**config.mk**
```make
export PLATFORM = sky130hd
export DESIGN_NAME = collision_predictor
export DESIGN_NICKNAME = d
export VERILOG_FILES = /design/src/rtl/pong_pkg.sv /design/src/rtl/bounce_folder.sv /design/src/rtl/collision_predictor.sv
export SDC_FILE = /design/constraint.sdc
export NUM_CORES = 1
export LEC_CHECK = 0
export BUFFER_PORTS_ARGS = -buffer_cell sky130_fd_sc_hd__buf_2
export CAP_MARGIN = 20
export CORE_MARGIN = 1
export CORE_UTILIZATION = 58
export CTS_CLUSTER_SIZE = 20
export DETAILED_ROUTE_END_ITERATION = 7
export GPL_TIMING_DRIVEN = 0
export PLACE_DENSITY = 0.88
export SLEW_MARGIN = 20
export SYNTH_ARGS = -nofsm -noshare
export SYNTH_HDL_FRONTEND = slang
export SYNTH_SLANG_ARGS = --single-unit
export TNS_END_PERCENT = 50
```
**constraint.sdc**
```tcl
create_clock -name clock_in -period 5.7 [get_ports clock_in]
set_input_delay 1.14 -clock clock_in [delete_from_list [all_inputs] [get_ports clock_in]]
set_output_delay 1.14 -clock clock_in [all_outputs]
set_load 0.02 [all_outputs]
```
**src/rtl/pong_pkg.sv**
```systemverilog
// Shared pong constants, coordinate type and predictor FSM states.
// Imported by collision_predictor and bounce_folder.
package pong_pkg;

  localparam int SCREEN_WIDTH  = 640;
  localparam int SCREEN_HEIGHT = 480;
  localparam int BALL_SIZE     = 16;

  typedef logic [9:0] coord_t;

  localparam coord_t LEFT_X = 10'd0;
  localparam coord_t Y_MAX  = 10'(SCREEN_HEIGHT - BALL_SIZE);

  typedef enum logic {
    IDLE,
    CALC
  } state_e;

endpackage

```
**src/rtl/bounce_folder.sv**
```systemverilog
// Iterative wall-reflection walker: one wall leg per clock.
// Ports: clk_i, rst_i, start_i, y_i/up_i/rem_i (load), done_o, y_o.
module bounce_folder
  import pong_pkg::*;
(
  input  logic       clk_i,
  input  logic       rst_i,
  input  logic       start_i,
  input  logic [9:0] y_i,
  input  logic       up_i,
  input  logic [9:0] rem_i,
  output logic       done_o,
  output logic [9:0] y_o
);

  logic   busy_q, busy_d;
  logic   up_q, up_d;
  coord_t y_q, y_d;
  coord_t rem_q, rem_d;
  coord_t room;

  always_ff @(posedge clk_i or posedge rst_i) begin
    if (rst_i) begin
      busy_q <= 1'b0;
      up_q   <= 1'b0;
      y_q    <= '0;
      rem_q  <= '0;
    end else begin
      busy_q <= busy_d;
      up_q   <= up_d;
      y_q    <= y_d;
      rem_q  <= rem_d;
    end
  end

  always_comb begin
    busy_d = busy_q;
    up_d   = up_q;
    y_d    = y_q;
    rem_d  = rem_q;
    done_o = 1'b0;
    y_o    = y_q;
    room   = Y_MAX - y_q;
    if (start_i) begin
      busy_d = 1'b1;
      up_d   = up_i;
      y_d    = y_i;
      rem_d  = rem_i;
    end else if (busy_q) begin
      if (up_q) begin
        if (y_q >= rem_q) begin
          y_o    = y_q - rem_q;
          y_d    = y_o;
          done_o = 1'b1;
          busy_d = 1'b0;
        end else begin
          rem_d = rem_q - y_q;
          y_d   = '0;
          up_d  = 1'b0;
        end
      end else begin
        if (room >= rem_q) begin
          y_o    = y_q + rem_q;
          y_d    = y_o;
          done_o = 1'b1;
          busy_d = 1'b0;
        end else begin
          rem_d = rem_q - room;
          y_d   = Y_MAX;
          up_d  = 1'b1;
        end
      end
    end
  end

endmodule

```
**src/rtl/collision_predictor.sv**
```systemverilog
// Per-frame left-plane y predictor for the left paddle AI.
// Ports: clock_in, reset_in, vsync_start_in, ball_current_x/y_in, predicted_valid/y_out, ball_move_up_out.
module collision_predictor
  import pong_pkg::*;
(
  input  logic       clock_in,
  input  logic       reset_in,
  input  logic       vsync_start_in,
  input  logic [9:0] ball_current_x_in,
  input  logic [9:0] ball_current_y_in,
  output logic       predicted_valid_out,
  output logic [9:0] predicted_y_out,
  output logic       ball_move_up_out
);

  state_e state_q, state_d;
  logic   vs_q;
  logic   have_q, have_d;
  coord_t px_q, px_d;
  coord_t py_q, py_d;
  logic   up_q, up_d;
  logic   val_q, val_d;
  coord_t pred_q, pred_d;

  logic   trig;
  logic   start;
  logic   up0;
  coord_t rem0;
  logic   done;
  coord_t y_res;

  // Registered strobe copy: one trigger per strobe however long it stays high.
  assign trig = vsync_start_in & ~vs_q;
  assign up0  = ball_current_y_in < py_q;
  assign rem0 = (ball_current_x_in > LEFT_X) ?
                (ball_current_x_in - LEFT_X) : '0;

  always_ff @(posedge clock_in or posedge reset_in) begin
    if (reset_in) begin
      state_q <= IDLE;
      vs_q    <= 1'b0;
      have_q  <= 1'b0;
      px_q    <= '0;
      py_q    <= '0;
      up_q    <= 1'b0;
      val_q   <= 1'b0;
      pred_q  <= '0;
    end else begin
      state_q <= state_d;
      vs_q    <= vsync_start_in;
      have_q  <= have_d;
      px_q    <= px_d;
      py_q    <= py_d;
      up_q    <= up_d;
      val_q   <= val_d;
      pred_q  <= pred_d;
    end
  end

  always_comb begin
    state_d = state_q;
    have_d  = have_q;
    px_d    = px_q;
    py_d    = py_q;
    up_d    = up_q;
    val_d   = val_q;
    pred_d  = pred_q;
    start   = 1'b0;
    unique case (state_q)
      IDLE: begin
        if (trig) begin
          px_d   = ball_current_x_in;
          py_d   = ball_current_y_in;
          have_d = 1'b1;
          if (have_q) begin
            if (ball_current_y_in < py_q)
              up_d = 1'b1;
            else if (ball_current_y_in > py_q)
              up_d = 1'b0;
            if (ball_current_x_in < px_q) begin
              start   = 1'b1;
              state_d = CALC;
            end else begin
              val_d = 1'b0;
            end
          end
        end
      end
      CALC: begin
        if (done) begin
          pred_d  = y_res;
          val_d   = 1'b1;
          state_d = IDLE;
        end
      end
      default: state_d = IDLE;
    endcase
  end

  bounce_folder u_fold (
    .clk_i   (clock_in),
    .rst_i   (reset_in),
    .start_i (start),
    .y_i     (ball_current_y_in),
    .up_i    (up0),
    .rem_i   (rem0),
    .done_o  (done),
    .y_o     (y_res)
  );

  assign predicted_valid_out = val_q;
  assign predicted_y_out     = pred_q;
  assign ball_move_up_out    = up_q;

endmodule

```
## Word-level counts from Yosys, hierarchy flattened

Index checks and enable logic that the tools add are counted.

| storage, ports and cells | value |
|---|---|
| flip-flop bits (word level) | 57 |
| input bits | 23 |
| output and inout port bits | 12 |
| word-level logic and storage cells | 81 |

| operators by class | value |
|---|---|
| add/subtract/negate cells | 5 |
| order comparisons | 6 |
| eq/ne operators | 6 |
| mux-type cells | 42 |
| bitwise operators | 3 |
| reduce and logical (&&, ||, !) cells | 7 |

Operators by type and width:

| cell | number |
|---|---|
| 10-bit two-way mux | 16 |
| 10-bit subtractor | 3 |
| 1-bit two-way mux | 24 |
| 10-bit greater-or-equal comparator | 2 |
| 10-bit less-than comparator | 2 |
| 10-bit adder | 1 |
| 10-bit by 1-bit > comparator with 1-bit output, second input constant | 1 |
| 10-bit > comparator | 1 |
| 9-bit by 10-bit subtractor with 10-bit output, first input constant | 1 |
| 4-bit AND reduction | 2 |
| 2-bit != test, second input constant | 3 |
| 1-bit one-hot mux with 2 select lines | 2 |
| 2-bit AND reduction | 2 |
| 2-bit nonzero test | 2 |
| 3-bit by 2-bit != test with 1-bit output, second input constant | 1 |
| 3-bit != test, second input constant | 1 |
| 3-bit AND reduction | 1 |
| 2-bit by 1-bit != test with 1-bit output, second input constant | 1 |
| 1-bit inverter | 2 |
| 1-bit bitwise AND | 1 |

## Logic depth before layout (Yosys ltp)

Gate-level depths: netlist (run 1).

| depth | value |
|---|---|
| word-level depth | 8 |
| gate-level depth with buffers | 16 |
| mapped depth without buffers | 14 |

## Hierarchy

A second synthesis (run 1) with hierarchy kept.

| unflattened totals | value |
|---|---|
| cell total of the unflattened synthesis | 608 |
| area, all modules | 5148.7 µm² |

Modules (own cells, without submodules):

| module | instances | cells an instance | area an instance (µm²) | seq. area each (µm²) |
|---|---|---|---|---|
| bounce_folder | 1 | 428 | 3319.4 | 550.5 |
| collision_predictor | 1 | 180 | 1829.3 | 875.8 |

## Worst setup path after synthesis (run 1)

OpenSTA, ideal clock, no wires.

| timing | value |
|---|---|
| path type | reg2reg |
| start point | reg u_fold.y_q[1] |
| end point | reg pred_q[3] (netlist: predicted_y_out[3]) |
| setup time | 125 ps |
| arrival time | 2968 ps |
| data required time | 5575 ps |
| path slack | 2607 ps |
| cell stages (with the launch flop) | 15 |
| path buffers | 1 |
| period minus slack after synthesis | 3093 ps |
| path through | dfrtp_1 inv_1 ha_1 nand3_1 a21oi_1 nor3_1 xnor2_1 ha_1 o21a_1 a21oi_1 a2111oi_1 a31oi_2 and3_1 buf_6 mux2_4 |

| between the ends | value |
|---|---|
| cells in the longest elaborated chain, start to end | 7 |
| elaborated cells on any way between the ends | 16 |
| those cells by class | 3 x add/sub; 2 x order compare; 10 x mux; 1 x reduce/logical |

Ends and longest elaborated chain:

| element | line | RTL |
|---|---|---|
| start, declared | bounce_folder.sv:18 | `coord_t y_q, y_d;` |
| start signal, assigned | bounce_folder.sv:31 | `y_q <= y_d;` |
| 9-bit by 10-bit subtractor with 10-bit output | bounce_folder.sv:43 | `room = Y_MAX - y_q;` |
| 10-bit greater-or-equal comparator | bounce_folder.sv:62 | `if (room >= rem_q) begin` |
| 1-bit two-way mux | bounce_folder.sv:62 |  |
| 1-bit two-way mux | bounce_folder.sv:50 | `if (up_q) begin` |
| 1-bit two-way mux | bounce_folder.sv:49 | `end else if (busy_q) begin` |
| 1-bit two-way mux | bounce_folder.sv:44 | `if (start_i) begin` |
| 2-bit AND reduction (no line) | n/a |  |
| end signal, assigned | collision_predictor.sv:56 | `pred_q <= pred_d;` |
| end, declared | collision_predictor.sv:23 | `coord_t pred_q, pred_d;` |

Parallel ways exist; a longest one is shown, timed or not.
A chain may end at the register's enable or synchronous reset.

## Worst setup path in the final report (run 1)

| timing | value |
|---|---|
| start point | reg u_fold.y_q[1] |
| end point | reg pred_q[9] (netlist: predicted_y_out[9]) |

Same word-level chain as after synthesis.

==> metrics, run 1 <==
EDFF count, synth=0; initial antenna violation count=0; Syn Inst Count=591; largest net degree at the start of global routing=58; Synth Flop Type=dfrtp_1; final hold slack=slightly above 0.5 ns; drt via density=6.456; CTS H-tree depth=3; Final GP Congestion=~0.95; nets@finish=between 700 and 800; post-cts sizing count=0; first-pass GRT wire length=around 24000 um; synth unique cells=67; CP max stage cell=dfrtp_1; Root Driver=clkbuf_8; vias in the first global route=roughly 4800; Num CTS Buffers=9; detailed-route DRC error count=0; initial core utilization=60.46%; Max Slew Vio Count=0; top-level I/O count=35; flop-to-flop setup slack=1.85 ns; Routed Antenna Nets=0; Critical Path Max Stage Delay=0.46 ns; relative slew slack=52.53%; wire per inst=19.69 um; Req. time, crit path=5.99 ns; fill cell count=650; Synthesized Nets=675; Seq/Total Area, Yosys=28.43%; final worst-path cycle share=67.49%; yosys warns=0; GRT overflow=0; n_diodes=0; CP Max Fanout=10; Synth top area share=28.43%; final hold vios=0; Async SR Flop Fraction=100.0%; outcome=complete, no violations; worst-margin pin slew=0.7121 ns; count of final setup violators=0; synthesized flop and latch total=57; hpwl dp=10940 um; clock insertion delay at the later pin of the skew report=0.36 ns; number of core rows=33; Die Y=~95 um; overall routed net length=about 15000 um; die area=0.009027 mm^2; CP startpoint kind=flop; Setup Buffers After CTS=0; clk sink count=57; Initial DRT Pass Iterations=7; Iter 0 DRT Violations=424; TritonCTS clock tree=yes; cts hold-fix bufs=0; CTS max path bufs=2; core area=0.008299 mm^2; PortBufs=34; Critical Path AT=approximately 4.1 ns; worst-path cell chain=inv_1, ha_1, nand3_1, a21oi_1, nor3_1, xnor2_1, ha_1, nand4_1, nor3_1, a2111oi_1, a31oi_2, and3_1, buf_6, buf_6, nand3_1, o21ai_1; Period minus WS final=3.847 ns; Synth Cell Area=0.005017 mm^2; RSZ-0062 raised after global routing=no; average size of a mapped cell=8.490 um^2; crit path capture type=flop; WS Path Type=flop to flop; Hold Crit Class=flop to flop; total number of vias=4816; area grow syn2layout=10.57%; max frequency=260.0 MHz; Worst Skew=0.008595 ns; leading area contributor after synthesis=dfrtp_1; gr usage total=35.34%; Setup TNS=0 ns; die width=roughly 95 um; Max-cap violations=0; Synth area leaders=dfrtp_1 28%, ha_1 14%, o21ai_0 4.9%; Reg clk slew, reported paths=0.07 ns; layout cells sized above 1=12.48%
-- layer usage --
layer	routed length, um	global-route usage [%]	up-vias
li1	-	-	2189
met5	0	0	-
met4	611	16.29	0
met2	6978	58.03	259
met3	1145	5.263	50
met1	5956	45.96	2318
-- sequential cells by signal, summed over array words and instances, names as in the netlist --
name and cells:
ball_move_up_out 1, have_q 1, predicted_valid_out 1, predicted_y_out 10, px_q 10, py_q 10
state_q 1, u_fold.busy_q 1, u_fold.rem_q 10, u_fold.up_q 1, u_fold.y_q 10, vs_q 1
-- worst paths after layout --
kind                       depth (start not counted)             endpoint                 from
setup reg to reg                                  16   predicted_y_out[9]        u_fold.y_q[1]
max in group asynchronous                          2              px_q[7]             reset_in
hold reg to reg                                    2  predicted_valid_out  predicted_valid_out
min in group asynchronous                          2              px_q[0]             reset_in
setup / recovery                                  16   predicted_y_out[9]        u_fold.y_q[1]
hold / removal                                     2  predicted_valid_out  predicted_valid_out
-- critical path: cells and delay by family (launching register included) --
kind / cells / cell delay, ns
xor gates and xnor gates: 1 / 0.14
buffers and inverters: 3 / 0.55
AOI/OAI and AO/OA: 4 / 0.91
DFF: 1 / 0.46
adders and majority gates: 2 / 0.61
and+or+nand+nor: 6 / 1.09
-- layout make-up --
type | count | area, um^2 | share of cell area (%)
plain buffers | 25 | 133.9 | 2.413
repair buffers | 34 | 170.2 | 3.067
multi-input cells | 450 | 3236 | 58.32
inverters | 59 | 224.0 | 4.037
well taps | 105 | 131.4 | 2.368
flip-flops and latches | 57 | 1426 | 25.71
clock buffers | 9 | 123.9 | 2.233
clock inverters | 7 | 102.6 | 1.849
-- through the flow --
stage / worst slack, ns / instance area, um^2 / utilization, % / instances
6_report: 1.853 / 5548 / 66.85 / 746
3_3_place_gp: 2.005 / 5319 / 64.09 / 730
4_1_cts: 1.942 / 5548 / 66.85 / 746
3_5_place_dp: 1.978 / 5321 / 64.12 / 730
2_1_floorplan: 2.607 / 5017 / - / 591
5_1_grt: 1.623 / 5548 / 66.85 / 746
-- placed cells by master, fill, tap and decap left out, types with 5 or more instances in the layout --
cell type,count
a211oi_1,9
a21o_1,9
a21oi_1,34
a31oi_1,6
buf_2,36
buf_6,5
clkbuf_1,16
clkbuf_8,9
dfrtp_1,57
ha_1,57
inv_1,57
nand2_1,57
nand2b_1,9
nand3_1,17
nand4_1,6
nor2_1,37
nor2b_1,12
nor3_1,13
o211ai_1,9
o21a_1,9
o21ai_0,49
o22a_1,6
o31a_1,5
or3_1,5
xnor2_1,19
xor2_1,7
-- logic make-up (layout without fill, tap and decap cells) --
kind of cell	after synthesis	in the layout	synth area share, %
AOI/OAI and AO/OA	180	180	25.31
and+or+nand+nor	174	174	16.83
buffers and inverters	84	134	7.082
adders and majority gates	61	61	15.81
DFF	57	57	28.43
xor gates and xnor gates	26	26	4.539
muxes	9	9	1.995
-- cells in the mapped netlist, types with 12 or more instances --
cell      count
inv_1        58
dfrtp_1      57
ha_1         57
nand2_1      57
o21ai_0      49
nor2_1       37
a21oi_1      34
xnor2_1      19
nand3_1      17
clkbuf_1     16
nor3_1       13
nor2b_1      12
Power of run 1 is left out: the tool's default activity adds up to more than one toggle a clock period on the data nets, which glitch-free logic cannot reach.
==> inputs of run 2 (changes only) <==
Clock period 5.7 ns to 3.6 ns, I/O delays scaled along.
==> run 2 against run 1 <==
Count of clock-buffer cells in the layout unchanged. Largest cell class unchanged. Global-route usage barely moved. Core utilization up 0.78 points. Clock skew rose by 0.00096 ns. Design area increased by 1.2%.
==> metrics, run 2 (synthesis results as in run 1) <==
placed cells=730; detailed-route DRC error count=0; drt via density=6.472; Die Y=95.01 um; Final Non-Filler Cells=748; Max-cap violations=0; Hold Crit Class=primary input to asynchronous set/reset pin; fin worst setup slack=0.09818 ns; number of core rows=33; Routed Antenna Nets=0; flop-to-flop setup slack=0.1 ns; Initial DRT Pass Iterations=6; clock insertion delay at the later pin of the skew report=0.35 ns; Worst Skew=0.009559 ns; Finished Core Util=67.63%; crit path capture type=flop; initial core utilization=60.46%; die width=95.01 um; CTS H-tree depth=3; relative slew slack=53.05%; largest net degree at the start of global routing=58; CP startpoint kind=flop; most frequent cells in the layout=57 x nand2_1, 56 x inv_1, 56 x ha_1; nets@finish=722; commonest non-fill, non-tap cell in the layout=nand2_1; outcome=complete, no violations; CP max stage cell=dfrtp_2; CP Max Fanout=10; TritonCTS clock tree=yes; Iter 0 DRT Violations=365; overall routed net length=14700 um; count of final setup violators=0; gr usage total=35.36%; Root Driver=clkbuf_8; Req. time, crit path=3.88 ns; layout cells sized above 1=roughly 15%; GRT overflow=0; n_diodes=0; cts hold-fix bufs=0; final hold vios=0; vias in the first global route=4774; core area=0.008299 mm^2; Critical Path Max Stage Delay=between 0.4 and 0.5 ns; Critical Path AT=3.78 ns; Final GP Congestion=0.9539; first-pass GRT wire length=23970 um; CTS max path bufs=2; cell mode on critical path=buf_6; die area=around 0.009 mm^2; total number of vias=4841; Num CTS Buffers=9; final worst-path cycle share=97.27%; initial antenna violation count=0; WS Path Type=flop to flop; worst-margin pin slew=about 0.7 ns; area grow syn2layout=11.87%; DP Worst Slack=-0.1218 ns; hpwl dp=roughly 11000 um; Reg clk slew, reported paths=approximately 0.080 ns; Max Slew Vio Count=0; PortBufs=34; wire per inst=around 20 um; top-level I/O count=35; clk sink count=57; worst-path cell chain=nor3_2, a21o_1, xnor2_1, ha_1, buf_6, and3_4, a221oi_4, a2111oi_2, a31oi_2, and3_4, buf_6, buf_6, nand3_1, o21ai_1; max frequency=between 200 and 300 MHz; Period minus WS final=3.502 ns
## run 2: changes by cell type in the layout (fill, tap and decap cells not counted), sizes merged
cell | before | now
buf | 43 | 45
## run 2: area by class of cell
class,instances,area [um^2]
Inverter,59,226.5
Tap cell,105,131.4
Buffer,25,133.9
Clock buffer,9,123.9
Clock inverter,7,102.6
Fill cell,642,2686
Timing Repair Buffer,36,185.2
Sequential cell,57,1429
Multi-Input combinational cell,450,3281
## run 2: routing by layer
layer | part of all wire, % | vias to the layer above | global-route usage, %
li1 | - | 2192 | -
met1 | 40 | 2321 | 45.86
met2 | 47 | 265 | 57.55
met3 | 8.3 | 63 | 5.502
met4 | 4.9 | 0 | 17.30
met5 | 0 | - | 0
## run 2: critical path, delay by kind of cell, from the launching register on
family                     cells  cell delay [ns]
AOI/OAI and AO/OA              5             1.23
and+or+nand+nor                4             0.82
DFF                            1             0.48
buffers and inverters          3             0.46
adders and majority gates      1             0.28
xor gates and xnor gates       1             0.17
## run 2: final timing paths
| kind | start | endpoint | cells after the start |
|---|---|---|---|
| setup / recovery | u_fold.y_q[1] | predicted_y_out[9] | 14 |
| hold / removal | reset_in | py_q[1] | 2 |
| setup reg to reg | u_fold.y_q[1] | predicted_y_out[9] | 14 |
| hold reg to reg | predicted_y_out[3] | predicted_y_out[3] | 1 |
| max in group asynchronous | reset_in | u_fold.y_q[1] | 2 |
| min in group clock_in | vsync_start_in | vs_q | 1 |
## run 2: per-stage QoR
stage	cell area [um^2]	TNS [ns]	hold slack, ns
final	5613	0	0.4762
after global routing	5613	-0.0008846	0.4963
after CTS	5565	0	0.5014
after detailed placement	5321	-0.9172	0.4948
after global placement	5319	-0.5458	0.4759
after floorplan	5017	0	0.4638
## run 2: timing repair
action | 4_1_cts | 5_1_grt
endpoints found under the setup margin | 22 | 25
buffers inserted | 0 | 2
gates cloned | 0 | 0
gates resized for setup | 5 | 9
pin swaps | 0 | 5
Power of run 2 is left out for the same reason.
